### src/rtl/program_loader_if.sv
// program_loader_if
//   Byte-stream input and memory write port of the boot loader.
//   Stream:  in_valid/in_data from the source, in_ready back to it.
//   Memory:  mem_we/mem_addr/mem_wdata toward the CPU's unified memory.
// Modports:
//   slave  - the loader (consumes the stream, drives the write port)
//   master - the environment (drives the stream, observes the write port)
interface program_loader_if;
  logic        in_valid;
  logic [7:0]  in_data;
  logic        in_ready;
  logic        mem_we;
  logic [31:0] mem_addr;
  logic [31:0] mem_wdata;

  modport slave (
    input  in_valid, in_data,
    output in_ready, mem_we, mem_addr, mem_wdata
  );

  modport master (
    output in_valid, in_data,
    input  in_ready, mem_we, mem_addr, mem_wdata
  );
endinterface

### src/rtl/program_loader.sv
// program_loader
//   Boot-time loader in front of the single-cycle CPU. Collects a
//   big-endian byte stream into 32-bit words: first word is the image
//   length N, then N data words written to BASE_ADDR + 4*i. The CPU is
//   held in reset (cpu_rst=1) until the image is complete.
// Optional feature macro: LOADER_CHECKSUM_EN
//   When defined, one extra word (wrapping 32-bit sum of the data words)
//   follows the image; a mismatch aborts into the error state.
// Ports:
//   clk, rst      clock, synchronous active-high reset
//   bus           program_loader_if.slave (byte stream + memory write port)
//   cpu_rst       1 = CPU and PC held in reset
//   done          image loaded, CPU released
//   error         load aborted, CPU stays held
//   words_loaded  number of data words written so far
module program_loader #(
  parameter logic [31:0] BASE_ADDR = 32'h0000_0000,
  parameter int          MAX_WORDS = 256
) (
  input  logic                    clk,
  input  logic                    rst,
  program_loader_if.slave         bus,
  output logic                    cpu_rst,
  output logic                    done,
  output logic                    error,
  output logic [15:0]             words_loaded
);

`ifdef LOADER_CHECKSUM_EN
  typedef enum logic [2:0] {HDR, LOAD, CHK, RUN, ERR} state_t;
  localparam state_t IMAGE_END = CHK;
`else
  typedef enum logic [2:0] {HDR, LOAD, RUN, ERR} state_t;
  localparam state_t IMAGE_END = RUN;
`endif

  state_t      state_reg, state_next;
  logic [1:0]  byte_cnt_reg;
  logic [23:0] shift_reg;       // first three bytes of the word in flight
  logic [15:0] len_reg, len_next;
  logic [15:0] idx_reg, idx_next;
  logic        mem_we_reg, mem_we_next;
  logic [31:0] mem_addr_reg, mem_addr_next;
  logic [31:0] mem_wdata_reg, mem_wdata_next;
  logic [15:0] words_loaded_reg;
  logic        cpu_rst_reg, done_reg, error_reg;
`ifdef LOADER_CHECKSUM_EN
  logic [31:0] sum_reg, sum_next;
`endif

  logic        accepting;
  logic        accept;
  logic        word_done;
  logic [31:0] word;

  always_comb begin
    accepting = (state_reg == HDR) || (state_reg == LOAD);
`ifdef LOADER_CHECKSUM_EN
    accepting = accepting || (state_reg == CHK);
`endif
    bus.in_ready = accepting && !rst;
    accept       = bus.in_valid && bus.in_ready;
    word_done    = accept && (byte_cnt_reg == 2'd3);
    word         = {shift_reg, bus.in_data};

    state_next     = state_reg;
    len_next       = len_reg;
    idx_next       = idx_reg;
    mem_we_next    = 1'b0;
    mem_addr_next  = mem_addr_reg;
    mem_wdata_next = mem_wdata_reg;
`ifdef LOADER_CHECKSUM_EN
    sum_next       = sum_reg;
`endif

    if (word_done) begin
      case (state_reg)
        HDR: begin
          if (word > 32'(MAX_WORDS)) begin
            state_next = ERR;
          end else if (word == 32'd0) begin
            state_next = IMAGE_END;
          end else begin
            state_next = LOAD;
            len_next   = word[15:0];
          end
        end
        LOAD: begin
          mem_we_next    = 1'b1;
          mem_addr_next  = BASE_ADDR + {14'd0, idx_reg, 2'b00};
          mem_wdata_next = word;
          idx_next       = idx_reg + 16'd1;
`ifdef LOADER_CHECKSUM_EN
          sum_next       = sum_reg + word;
`endif
          if (idx_reg + 16'd1 == len_reg) state_next = IMAGE_END;
        end
`ifdef LOADER_CHECKSUM_EN
        CHK: state_next = (word == sum_reg) ? RUN : ERR;
`endif
        default: state_next = state_reg;
      endcase
    end
  end

  always_ff @(posedge clk) begin
    if (rst) begin
      state_reg        <= HDR;
      byte_cnt_reg     <= 2'd0;
      shift_reg        <= 24'd0;
      len_reg          <= 16'd0;
      idx_reg          <= 16'd0;
      mem_we_reg       <= 1'b0;
      mem_addr_reg     <= BASE_ADDR;
      mem_wdata_reg    <= 32'd0;
      words_loaded_reg <= 16'd0;
      cpu_rst_reg      <= 1'b1;
      done_reg         <= 1'b0;
      error_reg        <= 1'b0;
`ifdef LOADER_CHECKSUM_EN
      sum_reg          <= 32'd0;
`endif
    end else begin
      state_reg     <= state_next;
      len_reg       <= len_next;
      idx_reg       <= idx_next;
      mem_we_reg    <= mem_we_next;
      mem_addr_reg  <= mem_addr_next;
      mem_wdata_reg <= mem_wdata_next;
`ifdef LOADER_CHECKSUM_EN
      sum_reg       <= sum_next;
`endif
      if (accept) begin
        byte_cnt_reg <= byte_cnt_reg + 2'd1;
        shift_reg    <= {shift_reg[15:0], bus.in_data};
      end
      // The visible count trails the write strobe by one cycle.
      if (mem_we_reg) words_loaded_reg <= words_loaded_reg + 16'd1;
      // Status is registered from the state, so release/abort appear one
      // edge after the deciding word completes.
      cpu_rst_reg <= (state_reg != RUN);
      done_reg    <= (state_reg == RUN);
      error_reg   <= (state_reg == ERR);
    end
  end

  assign bus.mem_we    = mem_we_reg;
  assign bus.mem_addr  = mem_addr_reg;
  assign bus.mem_wdata = mem_wdata_reg;
  assign cpu_rst       = cpu_rst_reg;
  assign done          = done_reg;
  assign error         = error_reg;
  assign words_loaded  = words_loaded_reg;

endmodule

### src/flat_wrapper.sv
// flat-port wrapper written by rule: the top's interface ports become plain ports
module program_loader_flat 
#(
  parameter logic [31:0] BASE_ADDR = 32'h0000_0000,
  parameter int          MAX_WORDS = 256
)
  (clk, rst, cpu_rst, done, error, words_loaded, bus_in_valid, bus_in_data, bus_in_ready, bus_mem_we, bus_mem_addr, bus_mem_wdata);
  program_loader_if bus_i ();
  input  logic clk;
  input  logic rst;
  output logic cpu_rst;
  output logic done;
  output logic error;
  output logic [15:0] words_loaded;
  input wire logic [$bits(bus_i.in_valid)-1:0] bus_in_valid;
  input wire logic [$bits(bus_i.in_data)-1:0] bus_in_data;
  output wire logic [$bits(bus_i.in_ready)-1:0] bus_in_ready;
  output wire logic [$bits(bus_i.mem_we)-1:0] bus_mem_we;
  output wire logic [$bits(bus_i.mem_addr)-1:0] bus_mem_addr;
  output wire logic [$bits(bus_i.mem_wdata)-1:0] bus_mem_wdata;
  assign bus_i.in_valid = bus_in_valid;
  assign bus_i.in_data = bus_in_data;
  assign bus_in_ready = bus_i.in_ready;
  assign bus_mem_we = bus_i.mem_we;
  assign bus_mem_addr = bus_i.mem_addr;
  assign bus_mem_wdata = bus_i.mem_wdata;
  program_loader #(.BASE_ADDR(BASE_ADDR), .MAX_WORDS(MAX_WORDS)) u_core (.clk(clk), .rst(rst), .bus(bus_i), .cpu_rst(cpu_rst), .done(done), .error(error), .words_loaded(words_loaded));
endmodule
### config.mk
export PLATFORM = sky130hd
export DESIGN_NAME = program_loader_flat
export DESIGN_NICKNAME = d
export VERILOG_FILES = /design/src/rtl/program_loader_if.sv /design/src/rtl/program_loader.sv /design/src/flat_wrapper.sv
export SDC_FILE = /design/constraint.sdc
export NUM_CORES = 1
export LEC_CHECK = 0
export ABC_AREA = 1
export ABC_CLOCK_PERIOD_IN_PS = 2000
export CAP_MARGIN = 5
export CORE_ASPECT_RATIO = 0.9
export CORE_MARGIN = 8
export CORE_UTILIZATION = 40
export CTS_CLUSTER_DIAMETER = 200
export DETAILED_ROUTE_END_ITERATION = 7
export SYNTH_ARGS = -nofsm -noshare
export SYNTH_HDL_FRONTEND = slang
export SYNTH_SLANG_ARGS = --single-unit
### constraint.sdc
create_clock -name clk -period 2 [get_ports clk]
set_input_delay 0.2 -clock clk [delete_from_list [all_inputs] [get_ports clk]]
set_output_delay 0.2 -clock clk [all_outputs]
set_load 0.01 [all_outputs]
# Word level (Yosys, flattened, before mapping)
# Cells that the tools add are included.
[word_totals] reg_bits=129 input_bits=11 word_cells=43
[op_classes] add_sub_neg=3 order_cmp=1 eq_ne=7 n_mux=5 bitwise_logic=3 n_reduce_logical=12
[op_table] cell="16-bit by 1-bit adder with 16-bit output, second input constant" count=2
[op_table] cell="32-bit by 9-bit greater-than comparator with 1-bit output, second input constant" count=1
[op_table] cell="32-bit logical NOT" count=1
[op_table] cell="16-bit == test" count=1
[op_table] cell="3-bit by 2-bit == test with 1-bit output, second input constant" count=2
[op_table] cell="3-bit 2-to-1 mux" count=2
[op_table] cell="3-bit case mux with 2 select lines" count=1
[op_table] cell="4-bit AND reduction" count=1
[op_table] cell="3-bit by 1-bit == test with 1-bit output, second input constant" count=1
[op_table] cell="1-bit logical AND" count=3
[op_table] cell="3-bit logical NOT" count=1
[op_table] cell="3-bit by 2-bit inequality test with 1-bit output, second input constant" count=1
[op_table] cell="1-bit NOT" count=3
[op_table] cell="3-bit AND reduction" count=1
[op_table] cell="2-bit by 1-bit adder with 2-bit output, second input constant" count=1
[op_table] cell="2-bit == test, second input constant" count=1
[op_table] cell="2-bit 2-to-1 mux" count=1
[op_table] cell="2-bit inequality test, second input constant" count=1
[op_table] cell="2-bit AND reduction" count=1
[op_table] cell="2-bit nonzero test" count=1
[op_table] cell="2-bit OR reduction" count=1
[op_table] cell="1-bit logical NOT" count=1
[op_table] cell="1-bit logical OR" count=1
[op_table] cell="1-bit 2-to-1 mux" count=1

# Depth between registers and ports, before layout
[depth] depth_word=7 ltp_mapped=14

# Least setup slack after synthesis
# Ideal clock, no wire load.
[synth_timing] kind="register -> register" startpoint="register u_core.words_loaded_reg[0] (netlist: u_core.words_loaded[0])" endpoint="register u_core.words_loaded_reg[14] (netlist: u_core.words_loaded[14])" setup_time_ns=0.128 arrival_ns=1.598 path_slack_ns=0.274 path_stages_with_launch=14 n_path_buf=0 cell_sequence="dfxtp_1 -> ha_1 -> nand3_2 -> nor2_2 -> nand2_2 -> nor2_2 -> nand2_1 -> inv_2 -> nand2_2 -> nor2_2 -> nand2_2 -> nor3_2 -> xnor2_1 -> nor2_1"
[synth_between] elab_chain_cells=1
[synth_lines] item="start, declared" line_no="program_loader.sv:45" rtl="logic [15:0] words_loaded_reg;"
[synth_lines] item="start signal, assigned" line_no="program_loader.sv:138" rtl="if (mem_we_reg) words_loaded_reg <= words_loaded_reg + 16'd1;"
[synth_lines] item="16-bit by 1-bit adder with 16-bit output" line_no="program_loader.sv:138"
# No other way between the ends.
# A chain may end at the register's enable or synchronous reset.

# Final worst setup path
[layout_timing] startpoint="register u_core.idx_reg[0]" endpoint="register u_core.state_reg[1]"
[layout_between] elab_chain_cells=4
[layout_lines] item="start, declared" line_no="program_loader.sv:41" rtl="logic [15:0] idx_reg, idx_next;"
[layout_lines] item="start signal, assigned" line_no="program_loader.sv:126" rtl="idx_reg <= idx_next;"
[layout_lines] item="16-bit by 1-bit adder with 16-bit output" line_no="program_loader.sv:96" rtl="if (idx_reg + 16'd1 == len_reg) state_next = IMAGE_END;"
[layout_lines] item="16-bit == test" line_no="program_loader.sv:96"
[layout_lines] item="2-bit inequality test (no source line)"
[layout_lines] item="3-bit AND reduction (no source line)"
[layout_lines] item="end signal, assigned" line_no="program_loader.sv:124" rtl="state_reg <= state_next;"
[layout_lines] item="end, declared" line_no="program_loader.sv:37" rtl="state_t state_reg, state_next;"
# No other way between the ends.

==> results by group <==
Timing
  • F_max: 0.532 GHz
  • Final setup vio count: 0
  • Maximum clock skew at final layout: 0.00783 ns
  • Shortest clock period the worst path allows after layout: 1.88 ns
  • Number of failing hold endpoints at the final stage: 0
  • Part of the cycle the worst path needs: 0.940
  • Tightest hold margin: 0.394 ns
  • Unrepaired setup endpoints after global routing: true
  • Final max-slew violation count: 0

Floorplan
  • Core outline area: 0.0134 mm^2
  • Horiz. Die Dim: 139 um
  • Boundary pin count: 96
  • Initial standard-cell utilization of the core: 0.410
  • Placement row count: 40
  • Area of the die: 0.0177 mm^2
  • Overall die height: 127 um

Detailed routing
  • Starting DRC count in detailed routing: 344
  • Vias post-DR: 4,876
  • Total DRC errors in the routed layout: 0
  • Routed WL: 14.0 mm
  • DR vias/cell: 4.96
  • Routed length per placed instance: 14.3 um
  • Antenna Nets Post-Route: 0
  • First drt pass iteration count: 4

Placed design
  • Final RePlAce weighted congestion: 0.866
  • Port Buffer Count: 79
  • Post-DP HPWL: 9.95 mm

Run status
  • Outcome: completed

Global route
  • Total global routing overflow: 0
  • Largest net degree at the start of global routing: 83
  • Number of antenna violations at the first check in global routing: 0
  • Wire length of the first global-routing pass: 22.8 mm
  • Vias in the first global route: 4,559
  • Overall fraction of global-route tracks in use: 0.158

Synthesis
  • Post-synthesis mux area share: 0
  • Syn avg cell area: 7.63 um^2
  • Number of flip-flops and latches in the synthesized netlist: 128
  • Library cells used by synthesis: 36
  • Number of warning messages in the yosys log: 0
  • Ys flop type: dfxtp_1
  • Register area share after synthesis: 0.467
  • Post-Synth Simple-Gate Area: 0.226
  • Number of instances in the synthesized netlist: 719
  • Share of the synthesized area in compound gates (AO/OA/AOI/OAI): 0.174
  • FFs w/ async S/R, synth: 0
  • Xor and xnor fraction of the mapped netlist area: 0.0226
  • Number of enable flip-flop cells after synthesis: 0
  • Share of synthesized cell area in full adder, half adder and majority cells: 0.00684
  • Area fraction of the dominant cell type after synthesis: 0.467
  • Main combinational cell family by area after synthesis: simple AND/OR/NAND/NOR gates
  • Cell area after technology mapping: 0.00549 mm^2
  • Cell type with the highest aggregate area in the netlist: dfxtp_1
  • Top area cells in the synthesized netlist: dfxtp_1 47%, o21ai_0 9.2%, a21oi_1 6.5%

Cells and area
  • Total inserted antenna cells: 0
  • Highest-count cells in the layout ignoring fill and taps: 126 x dfxtp_1, 101 x o21ai_0, 86 x nand2_1
  • Area overhead of the layout relative to synthesis: 29.2%
  • Flip-flop count of the largest register, all copies and words added: 32
  • Post-layout nets: 818
  • Most common cell after layout, fill and taps aside: dfxtp_1
  • Share of layout cells above drive strength 1: 0.109

Setup path
  • Crit-path max cell delay: 0.34 ns
  • Worst EP required: 2.30 ns
  • Buffering stage count on the worst path with inverters included: 2
  • Critical path startpoint category: flip-flop
  • Startpoint-to-endpoint class of the critical path: flip-flop to flip-flop
  • Cell Chain, Critical Path: buf_4, nand2_1, nor2_4, nand2_2, nor2_4, buf_4, xnor3_1, nand2_1, nor2_2, a21oi_1, o21ai_1
  • Worst Path Arrival: 2.18 ns
  • Worst-path cell with the longest stage delay: dfxtp_1
  • Kind of cell with the highest combined delay on the critical path: simple AND/OR/NAND/NOR gates
  • Nature of the critical path endpoint: flip-flop
  • Worst-path fanout max: 6

Clock network
  • CTS Root Cell: clkbuf_16
  • Hold bufs inserted after CTS: 0
  • Latest clock arrival within the worst-skew pair: 0.42 ns
  • Number of levels in the clock H-tree: 4
  • Clock transition time at the flip-flop clock pins of the worst setup and hold paths: 0.05 ns
  • TritonCTS clock tree: yes
  • Buffer depth of the longest clock path: 2
  • Total clock sinks: 128
  • TritonCTS buffer count: 17

Power
  • Cell area power density: 821 mW/mm^2
  • Power consumption: 5.82 mW
  • Leak: 2.72 nW
  • Maximum vdd ir drop: 542 uV

Hold path
  • Class of the tightest hold or removal check: input port to flip-flop

Flow run
  • Max capacitance violation total: 0
==> routing by layer <==
metal | track usage | share of wire
met5 | 0 | 0
met4 | 0.0580 | 0.011
met3 | 0.0618 | 0.075
met2 | 0.235 | 0.43
met1 | 0.203 | 0.48
==> power breakdown <==
| group | switching, mW | total (mW) | leakage (nW) | internal (mW) |
|---|---|---|---|---|
| Clock | 1.04 | 2.99 | 0.287 | 1.95 |
| Combinational | 0.155 | 0.232 | 1.40 | 0.0771 |
| Sequential | 0.0145 | 2.59 | 1.03 | 2.58 |
==> through the flow <==
stage / setup slack, ns / instances / TNS, ns / util / cell area (um^2)
global placement: 0.0856 / 950 / 0 / 0.483 / 6450
global route: -0.0259 / 984 / -0.0259 / 0.530 / 7080
finish: 0.120 / 984 / 0 / 0.530 / 7080
detailed placement: 0.0363 / 950 / 0 / 0.483 / 6450
floorplan: 0.274 / 734 / 0 / - / 5540
CTS: 0.0284 / 981 / 0 / 0.526 / 7030
==> logic make-up (layout without fill, tap and decap cells) <==
group | count (synthesis) | in the layout
buf+inv | 131 | 212
compound gates | 185 | 185
simple gates | 260 | 261
fa+ha+maj | 3 | 3
xor+xnor | 11 | 11
flops | 128 | 128
other cells | 1 | 16
==> area by class of cell <==
class	instances	area [um^2]
timing repair buffer	101	981
clock buffer	25	495
inverter	80	300
fill	1259	6280
tap	168	210
multi-input combinational	476	2450
clock inverter	6	80.1
sequential	128	2560
==> path summary, 6_finish.rpt <==
check,from,to,slack (ns),depth (start not counted)
setup reg to reg,u_core.idx_reg[0],u_core.state_reg[1],0.12,11
setup / recovery,u_core.idx_reg[0],u_core.state_reg[1],0.12,11
hold / removal,bus_in_data[1],u_core.len_reg[1],0.39,3
hold reg to reg,u_core.shift_reg[22],u_core.bus.mem_wdata[30],0.46,2
==> cells in the mapped netlist, drive strengths merged (4+ instances only) <==
| cell type | n |
|---|---|
| o21ai | 102 |
| nand2 | 92 |
| a31oi | 4 |
| a21oi | 72 |
| nand4 | 12 |
| nor2 | 80 |
| clkbuf | 29 |
| xor2 | 6 |
| dfxtp | 128 |
| buf | 22 |
| nor3 | 13 |
| nand3 | 57 |
| inv | 80 |
==> worst min-delay path: stages <==
cell and delay [ns]:
clkdlybuf4s50_1 0.43, nand2_1 0.08, a21oi_1 0.05
==> repair_timing <==
action,in CTS,in global routing
resized for setup,0,11
setup buffers,0,2
endpoints found under the setup margin,0,11
No activity file was read; power rests on OpenSTA's default activity.
